## config.mk

```make
export PLATFORM = sky130hd
export DESIGN_NAME = tpu_feeder_flat
export DESIGN_NICKNAME = d
export VERILOG_FILES = /design/src/rtl/tpu_pkg.sv /design/src/rtl/tpu_feeder_if.sv /design/src/rtl/skew_lane.sv /design/src/rtl/tpu_feeder.sv /design/src/flat_wrapper.sv
export SDC_FILE = /design/constraint.sdc
export NUM_CORES = 1
export LEC_CHECK = 0
export CAP_MARGIN = 20
export CORE_MARGIN = 8
export CORE_UTILIZATION = 51
export CTS_BUF_LIST = sky130_fd_sc_hd__clkbuf_2 sky130_fd_sc_hd__clkbuf_4 sky130_fd_sc_hd__clkbuf_8
export CTS_CLUSTER_DIAMETER = 40
export DETAILED_ROUTE_END_ITERATION = 6
export GPL_TIMING_DRIVEN = 0
export PLACE_DENSITY_LB_ADDON = 0.12
export SLEW_MARGIN = 20
export SYNTH_ARGS = -nofsm -noshare
export SYNTH_HDL_FRONTEND = slang
export SYNTH_SLANG_ARGS = --single-unit
```

## constraint.sdc

```tcl
create_clock -name clk -period 9.6 [get_ports clk]
set_clock_uncertainty 0.2 [all_clocks]
set_input_delay 2.88 -clock clk [delete_from_list [all_inputs] [get_ports clk]]
set_output_delay 2.88 -clock clk [all_outputs]
set_load 0.02 [all_outputs]
```

## src/rtl/tpu_pkg.sv

```systemverilog
// Shared types and sizing for the TPU operand feeder and MAC array.
package tpu_pkg;

  localparam int unsigned array_size   = 4;
  localparam int unsigned flush_cycles = 2 * array_size;

  typedef logic [7:0]  operand_t;
  typedef logic [23:0] psum_t;

  typedef enum logic [1:0] {
    IDLE,
    STREAM,
    FLUSH,
    DONE
  } feeder_state_e;

endpackage

```

## src/rtl/tpu_feeder_if.sv

```systemverilog
// Operand-side handshake plus skewed array-edge outputs of the feeder.
interface tpu_feeder_if;
  import tpu_pkg::*;

  logic                           in_valid;
  logic                           in_ready;
  logic                           in_last;
  operand_t [1:array_size]        in_d;
  operand_t [1:array_size]        in_w;
  operand_t [1:array_size]        d;
  operand_t [1:array_size]        w;
  logic                           busy;
  logic                           done;
  logic [7:0]                     beat_count;

  // Operand buffer / controller side.
  modport master (
    output in_valid, in_last, in_d, in_w,
    input  in_ready, d, w, busy, done, beat_count
  );

  // Feeder side.
  modport slave (
    input  in_valid, in_last, in_d, in_w,
    output in_ready, d, w, busy, done, beat_count
  );

endinterface

```

## src/rtl/skew_lane.sv

```systemverilog
// Fixed-depth byte delay line; stage 1 loads din when en, else a zero bubble.
module skew_lane #(
  parameter int unsigned DEPTH = 1
) (
  input  logic       clk,
  input  logic       rst,
  input  logic       en,
  input  logic [7:0] din,
  output logic [7:0] dout
);

  logic [7:0] sr [1:DEPTH];

  // Shift one stage per cycle; zeros enter whenever nothing is accepted.
  always_ff @(posedge clk or posedge rst) begin
    if (rst) begin
      for (int unsigned i = 1; i <= DEPTH; i++) sr[i] <= '0;
    end else begin
      sr[1] <= en ? din : 8'd0;
      for (int unsigned i = 2; i <= DEPTH; i++) sr[i] <= sr[i-1];
    end
  end

  assign dout = sr[DEPTH];

endmodule

```

## src/rtl/tpu_feeder.sv

```systemverilog
// Diagonal-skew operand sequencer for the systolic array, with tile flush.
module tpu_feeder
  import tpu_pkg::*;
(
  input  logic         clk,
  input  logic         rst,
  tpu_feeder_if.slave  bus
);

  localparam logic [7:0] flush_load = 8'(flush_cycles - 1);

  feeder_state_e               state;
  logic [7:0]                  flush_cnt;
  logic [7:0]                  beat_q;
  logic                        busy_q;
  logic                        done_q;
  logic                        accept;
  operand_t [1:array_size]     d_q;
  operand_t [1:array_size]     w_q;

  // Ready is a decode of the state register, forced low during reset.
  assign bus.in_ready = ~rst & ((state == IDLE) | (state == STREAM));
  assign accept       = bus.in_valid & bus.in_ready;

  // Lane k of data and weights is delayed k cycles.
  for (genvar k = 1; k <= int'(array_size); k++) begin : g_lane
    skew_lane #(.DEPTH(k)) u_d (
      .clk  (clk),
      .rst  (rst),
      .en   (accept),
      .din  (bus.in_d[k]),
      .dout (d_q[k])
    );
    skew_lane #(.DEPTH(k)) u_w (
      .clk  (clk),
      .rst  (rst),
      .en   (accept),
      .din  (bus.in_w[k]),
      .dout (w_q[k])
    );
  end

  // Tile FSM with flush down-counter, beat counter and registered status.
  always_ff @(posedge clk or posedge rst) begin
    if (rst) begin
      state     <= IDLE;
      flush_cnt <= '0;
      beat_q    <= '0;
      busy_q    <= 1'b0;
      done_q    <= 1'b0;
    end else begin
      done_q <= 1'b0;
      case (state)
        IDLE: begin
          if (accept) begin
            beat_q <= 8'd1;
            busy_q <= 1'b1;
            if (bus.in_last) begin
              state     <= FLUSH;
              flush_cnt <= flush_load;
            end else begin
              state <= STREAM;
            end
          end
        end
        STREAM: begin
          if (accept) begin
            beat_q <= beat_q + 8'd1;
            if (bus.in_last) begin
              state     <= FLUSH;
              flush_cnt <= flush_load;
            end
          end
        end
        FLUSH: begin
          if (flush_cnt == 8'd0) begin
            state  <= DONE;
            done_q <= 1'b1;
          end else begin
            flush_cnt <= flush_cnt - 8'd1;
          end
        end
        DONE: begin
          state  <= IDLE;
          beat_q <= '0;
          busy_q <= 1'b0;
        end
        default: state <= IDLE;
      endcase
    end
  end

  assign bus.d          = d_q;
  assign bus.w          = w_q;
  assign bus.busy       = busy_q;
  assign bus.done       = done_q;
  assign bus.beat_count = beat_q;

endmodule

```

## src/flat_wrapper.sv

```systemverilog
// flat-port wrapper written by rule: the top's interface ports become plain ports
module tpu_feeder_flat import tpu_pkg::*;
  (clk, rst, bus_in_valid, bus_in_last, bus_in_d, bus_in_w, bus_in_ready, bus_d, bus_w, bus_busy, bus_done, bus_beat_count);
  tpu_feeder_if bus_i ();
  input  logic clk;
  input  logic rst;
  input wire logic [$bits(bus_i.in_valid)-1:0] bus_in_valid;
  input wire logic [$bits(bus_i.in_last)-1:0] bus_in_last;
  input wire logic [$bits(bus_i.in_d)-1:0] bus_in_d;
  input wire logic [$bits(bus_i.in_w)-1:0] bus_in_w;
  output wire logic [$bits(bus_i.in_ready)-1:0] bus_in_ready;
  output wire logic [$bits(bus_i.d)-1:0] bus_d;
  output wire logic [$bits(bus_i.w)-1:0] bus_w;
  output wire logic [$bits(bus_i.busy)-1:0] bus_busy;
  output wire logic [$bits(bus_i.done)-1:0] bus_done;
  output wire logic [$bits(bus_i.beat_count)-1:0] bus_beat_count;
  assign bus_i.in_valid = bus_in_valid;
  assign bus_i.in_last = bus_in_last;
  assign bus_i.in_d = bus_in_d;
  assign bus_i.in_w = bus_in_w;
  assign bus_in_ready = bus_i.in_ready;
  assign bus_d = bus_i.d;
  assign bus_w = bus_i.w;
  assign bus_busy = bus_i.busy;
  assign bus_done = bus_i.done;
  assign bus_beat_count = bus_i.beat_count;
  tpu_feeder u_core (.clk(clk), .rst(rst), .bus(bus_i));
endmodule
```

**Word level (Yosys, flattened, before mapping)**

Cells that the tools add are included.

- Flip-flop bits (word level): 180
- Bits in latches: 0
- Bits in writable memories: 0
- Memory bits (read-only): 0
- Input port bits: 68
- Output and inout bits: 75
- Memories: 0

- Add/subtract/negate cells: 2
- Multiply operators: 0
- Div/mod/pow operators: 0
- $lt $le $gt $ge: 0
- Equality and inequality tests: 10
- Shifts and indexed selects: 0
- Multiplexer cells: 25
- Bitwise operators: 4
- Reduce and logical (&&, ||, !) cells: 10

Operator list:

| kind | count |
|---|---|
| 8-bit two-way mux | 13 |
| 8-bit one-hot mux with 3 select lines | 1 |
| 8-bit one-hot mux with 2 select lines | 1 |
| 2-bit two-way mux | 5 |
| 8-bit by 1-bit adder with 8-bit output (second input constant) | 1 |
| 8-bit zero test | 1 |
| 2-bit != test (second input constant) | 4 |
| 2-bit one-hot mux with 4 select lines | 1 |
| 4-bit AND reduction | 2 |
| 8-bit by 1-bit subtractor with 8-bit output (second input constant) | 1 |
| 2-bit by 1-bit != test with 1-bit output (second input constant) | 3 |
| 2-bit equality test (second input constant) | 2 |
| 2-bit nonzero test | 2 |
| 1-bit two-way mux | 3 |
| 3-bit AND reduction | 1 |
| 3-bit nonzero test | 1 |
| 1-bit bitwise AND | 2 |
| 2-bit by 1-bit equality test with 1-bit output (second input constant) | 1 |
| 2-bit zero test | 1 |
| 1-bit one-hot mux with 2 select lines | 1 |
| 2-bit AND reduction | 1 |
| 2-bit OR reduction | 1 |
| 1-bit NOT | 1 |
| 1-bit bitwise OR | 1 |

**Longest topological paths before layout**

- Depth after elaboration: 6
- Depth in mapped cells: 7
- Gate-level depth less buffers: 6

**Hierarchy**

Synthesis repeated with hierarchy kept, for this count alone.

- Cells, all modules: 409
- Area, all modules: 5,969.5 µm²

By module, submodules not included:

| module | instances | cells each | area an instance (µm²) |
|---|---|---|---|
| skew_lane at u_core.g_lane[4].u_d ... | 2 | 49 | 914.6 |
| skew_lane at u_core.g_lane[3].u_d ... | 2 | 41 | 714.4 |
| tpu_feeder | 1 | 129 | 1,174.9 |
| skew_lane at u_core.g_lane[2].u_d ... | 2 | 33 | 514.2 |
| skew_lane at u_core.g_lane[1].u_d ... | 2 | 17 | 254.0 |

**Least setup slack after synthesis**

No wires, ideal clock.

- Path type: input port to output port
- From: input port rst
- To: output port bus_in_ready
- Data arrival time: 3,173 ps
- Data required time: 6,520 ps
- Setup slack: 3,347 ps
- Cell stages on the path: 1
- Buffers on the path: 0
- Cells stage by stage: nor2_1

- Word-level cells in the longest chain between the ends: 2

RTL lines:

| element | line | source |
|---|---|---|
| start, declared | flat_wrapper.sv:6 | `input logic rst;` |
| 1-bit NOT | tpu_feeder.sv:22 | `assign bus.in_ready = ~rst & ((state == IDLE) \| (state == STREAM));` |
| 1-bit bitwise AND | tpu_feeder.sv:22 |  |
| end, declared | flat_wrapper.sv:11 | `output wire logic [$bits(bus_i.in_ready)-1:0] bus_in_ready;` |

No other way between the ends.

**Final worst setup path**

Same ends and word-level chain as after synthesis.

==> metrics.txt <==
RSZ-0062 raised after global routing false; Clk Latency, worst-skew pair 0.43 ns; most numerous cell in the Yosys netlist dfrtp_1; critical path's top delay family buffers and inverters; sequence of cells on the critical path clkdlybuf4s50_1 > nor2_1 > clkdlybuf4s50_1; Final setup viols 0; starting DRC count in detailed routing 220; Hold WC Path Type reg2reg; Tmin final 7.31 ns; Die W 125 um; Distinct cells, synth 41; Worst Path Required 6.52 ns; slew margin rel. 0.436; CTS Hold Bufs 0; vias per cell 4.63; LEAKAGE 3.95 nW; drt drc 0; Clock Sink Count 180; initial antenna violation count 0; post-synth top area share 0.747; Core Footprint 11500 sq um; WS Path Type in2out; largest cells by area after synthesis dfrtp_1 75%, and2_1 6.6%, buf_4 6.0%; CTS tree built; total die area 15600 sq um; GR Overflow Total 0; CTS resizes 0; TNS Setup 0 ns; most instantiated cells after synthesis 180 x dfrtp_1, 64 x and2_1, 48 x buf_4; worst reg2reg path depth 6; vias in the first global route 3479; Die Y 125 um; Yosys reg bits 180; Port Buffers 142; fmax 137 MHz; yosys warns 0; CTS root buffer clkbuf_8; Final #Nets 656; number of flops mapped to enable cells by yosys 0; pre-CTS worst setup slack 2.28 ns; syn nets 494; Post-synth top flop dfrtp_1; clock tree buffer depth 2; CP most frequent cell clkdlybuf4s50_1; Worst setup SP type input pin; Synth area leader dfrtp_1; ant diodes 0; Max Cap Viol 0; Reg clk slew, reported paths 0.08 ns; gr busiest metal met2; met2 Resource Use GR 0.248; global-route wire length before repair 17900 um; outcome complete, no violations; post-synthesis sequential area ratio 0.747; H-tree depth 4; largest net degree at the start of global routing 114; Routed WL 11000 um; hold depth 0; Slowest-stage cell, CP clkdlybuf4s50_1; power density cells 228 nW/um^2; initial core utilization 0.526; Num CTS Buffers 17; worst vdd ir 0.000158 V; Post-Syn Area per Cell 14.4 sq um; cell count along the critical path 3; Detail Placement HPWL 7880 um; Final Hold Fails 0; WHS 0.148 ns; share of cells above drive strength 1 0.145; CP bufs+invs 2; Final Max Slew Viols 0; CP endpoint kind output pin; Least-Margin Pin Slew 0.843 ns; row cnt 39; Setup Buffers After CTS 0; gr usage total 0.147; Detail Route Antenna Nets 0; GP Congestion 0.815; post-synthesis cell area 6030 sq um; met1 Use GR 0.162; area grow syn2layout 33.4%; period utilization 0.762; Worst Path Max Fanout 5; met3 usage 0.0583; asr flop ratio synth 1.00; drt wl/cell 14.9 um; # IOs 143; Post-Syn Instances 419; DR pass1 iterations 7; critical path's largest stage delay 0.61 ns; Worst Setup Slack, final 2.29 ns; Vias 3402; Crit path arrival time 4.23 ns
per-layer routing:
layer | routed length [um] | vias up
li1 | - | 1634
met1 | 4230 | 1662
met2 | 5840 | 88
met3 | 674 | 18
met4 | 208 | 0
met5 | 0 | -
cell type report:
class	instances	area, sq um
sequential	180	4500
fill	809	3420
timing repair buffer	143	1450
multi-input combinational	173	1100
buffer	58	399
clock buffer	21	277
tap	143	179
clock inverter	9	105
inverter	8	37.5
stage by stage:
step            util  total power, mW  area [sq um]  instances
2_1_floorplan      -             1.18          6030        419
3_3_place_gp   0.665             1.35          7630        704
3_5_place_dp   0.669             1.37          7670        705
4_1_cts        0.702             1.86          8050        735
5_1_grt        0.702             1.93          8050        735
6_report       0.702             1.83          8050        735
cells by family (layout without fill, tap and decap cells):
logic type | Yosys count | in the layout | synth area share
AOI/OAI and AO/OA | 32 | 32 | 0.0365
DFF | 180 | 180 | 0.747
and+or+nand+nor | 131 | 131 | 0.126
adders and majority gates | 7 | 7 | 0.0145
buffers and inverters | 66 | 239 | 0.0712
muxes | 3 | 3 | 0.00519
flip-flops by register name (all words and copies together), names as in the netlist, 2 cells and up:
name,flops
u_core.flush_cnt,8
u_core.state,2
u_core.bus.beat_count,8
u_core.g_lane.u_d.sr,48
u_core.g_lane.u_w.sr,48
u_core.g_lane.u_d.dout,32
u_core.g_lane.u_w.dout,32
power breakdown:
part           total [mW]  leakage, nW  switching (mW)  internal [mW]
logic               0.433         1.30           0.228          0.205
clock network       0.486        0.199           0.238          0.247
registers           0.917         2.46          0.0571          0.859
total                1.83         3.95           0.523           1.31
cell usage in the layout, fill, tap and decap left out, drive strengths merged, types with 2 or more instances in the layout:
master           n
a211o            2
a21oi            8
and2            65
buf             50
bufinv           2
clkbuf          30
clkdlybuf4s50  142
clkinv           5
dfrtp          180
ha               7
inv              9
mux2i            2
nand2           21
nand2b           3
nand3           15
nor2             8
nor3             3
nor4             2
o211a            2
o211ai           2
o21ai            6
o22ai            2
o31ai            2
or2              2
or3              2
or4b             5
final timing paths:
check,start,slack [ns],end
min in group asynchronous,rst,2.79,u_core.flush_cnt[2]
max reg2reg,u_core.state[1],7.17,u_core.g_lane[3].u_d.sr[20]
max,rst,2.29,bus_in_ready
max in group asynchronous,rst,5.55,u_core.g_lane[3].u_w.sr[13]
min reg2reg,u_core.g_lane[4].u_d.sr[18],0.15,u_core.g_lane[4].u_d.sr[10]
min,u_core.g_lane[4].u_d.sr[18],0.15,u_core.g_lane[4].u_d.sr[10]
Note: power is estimated with default switching activity, not from simulation.
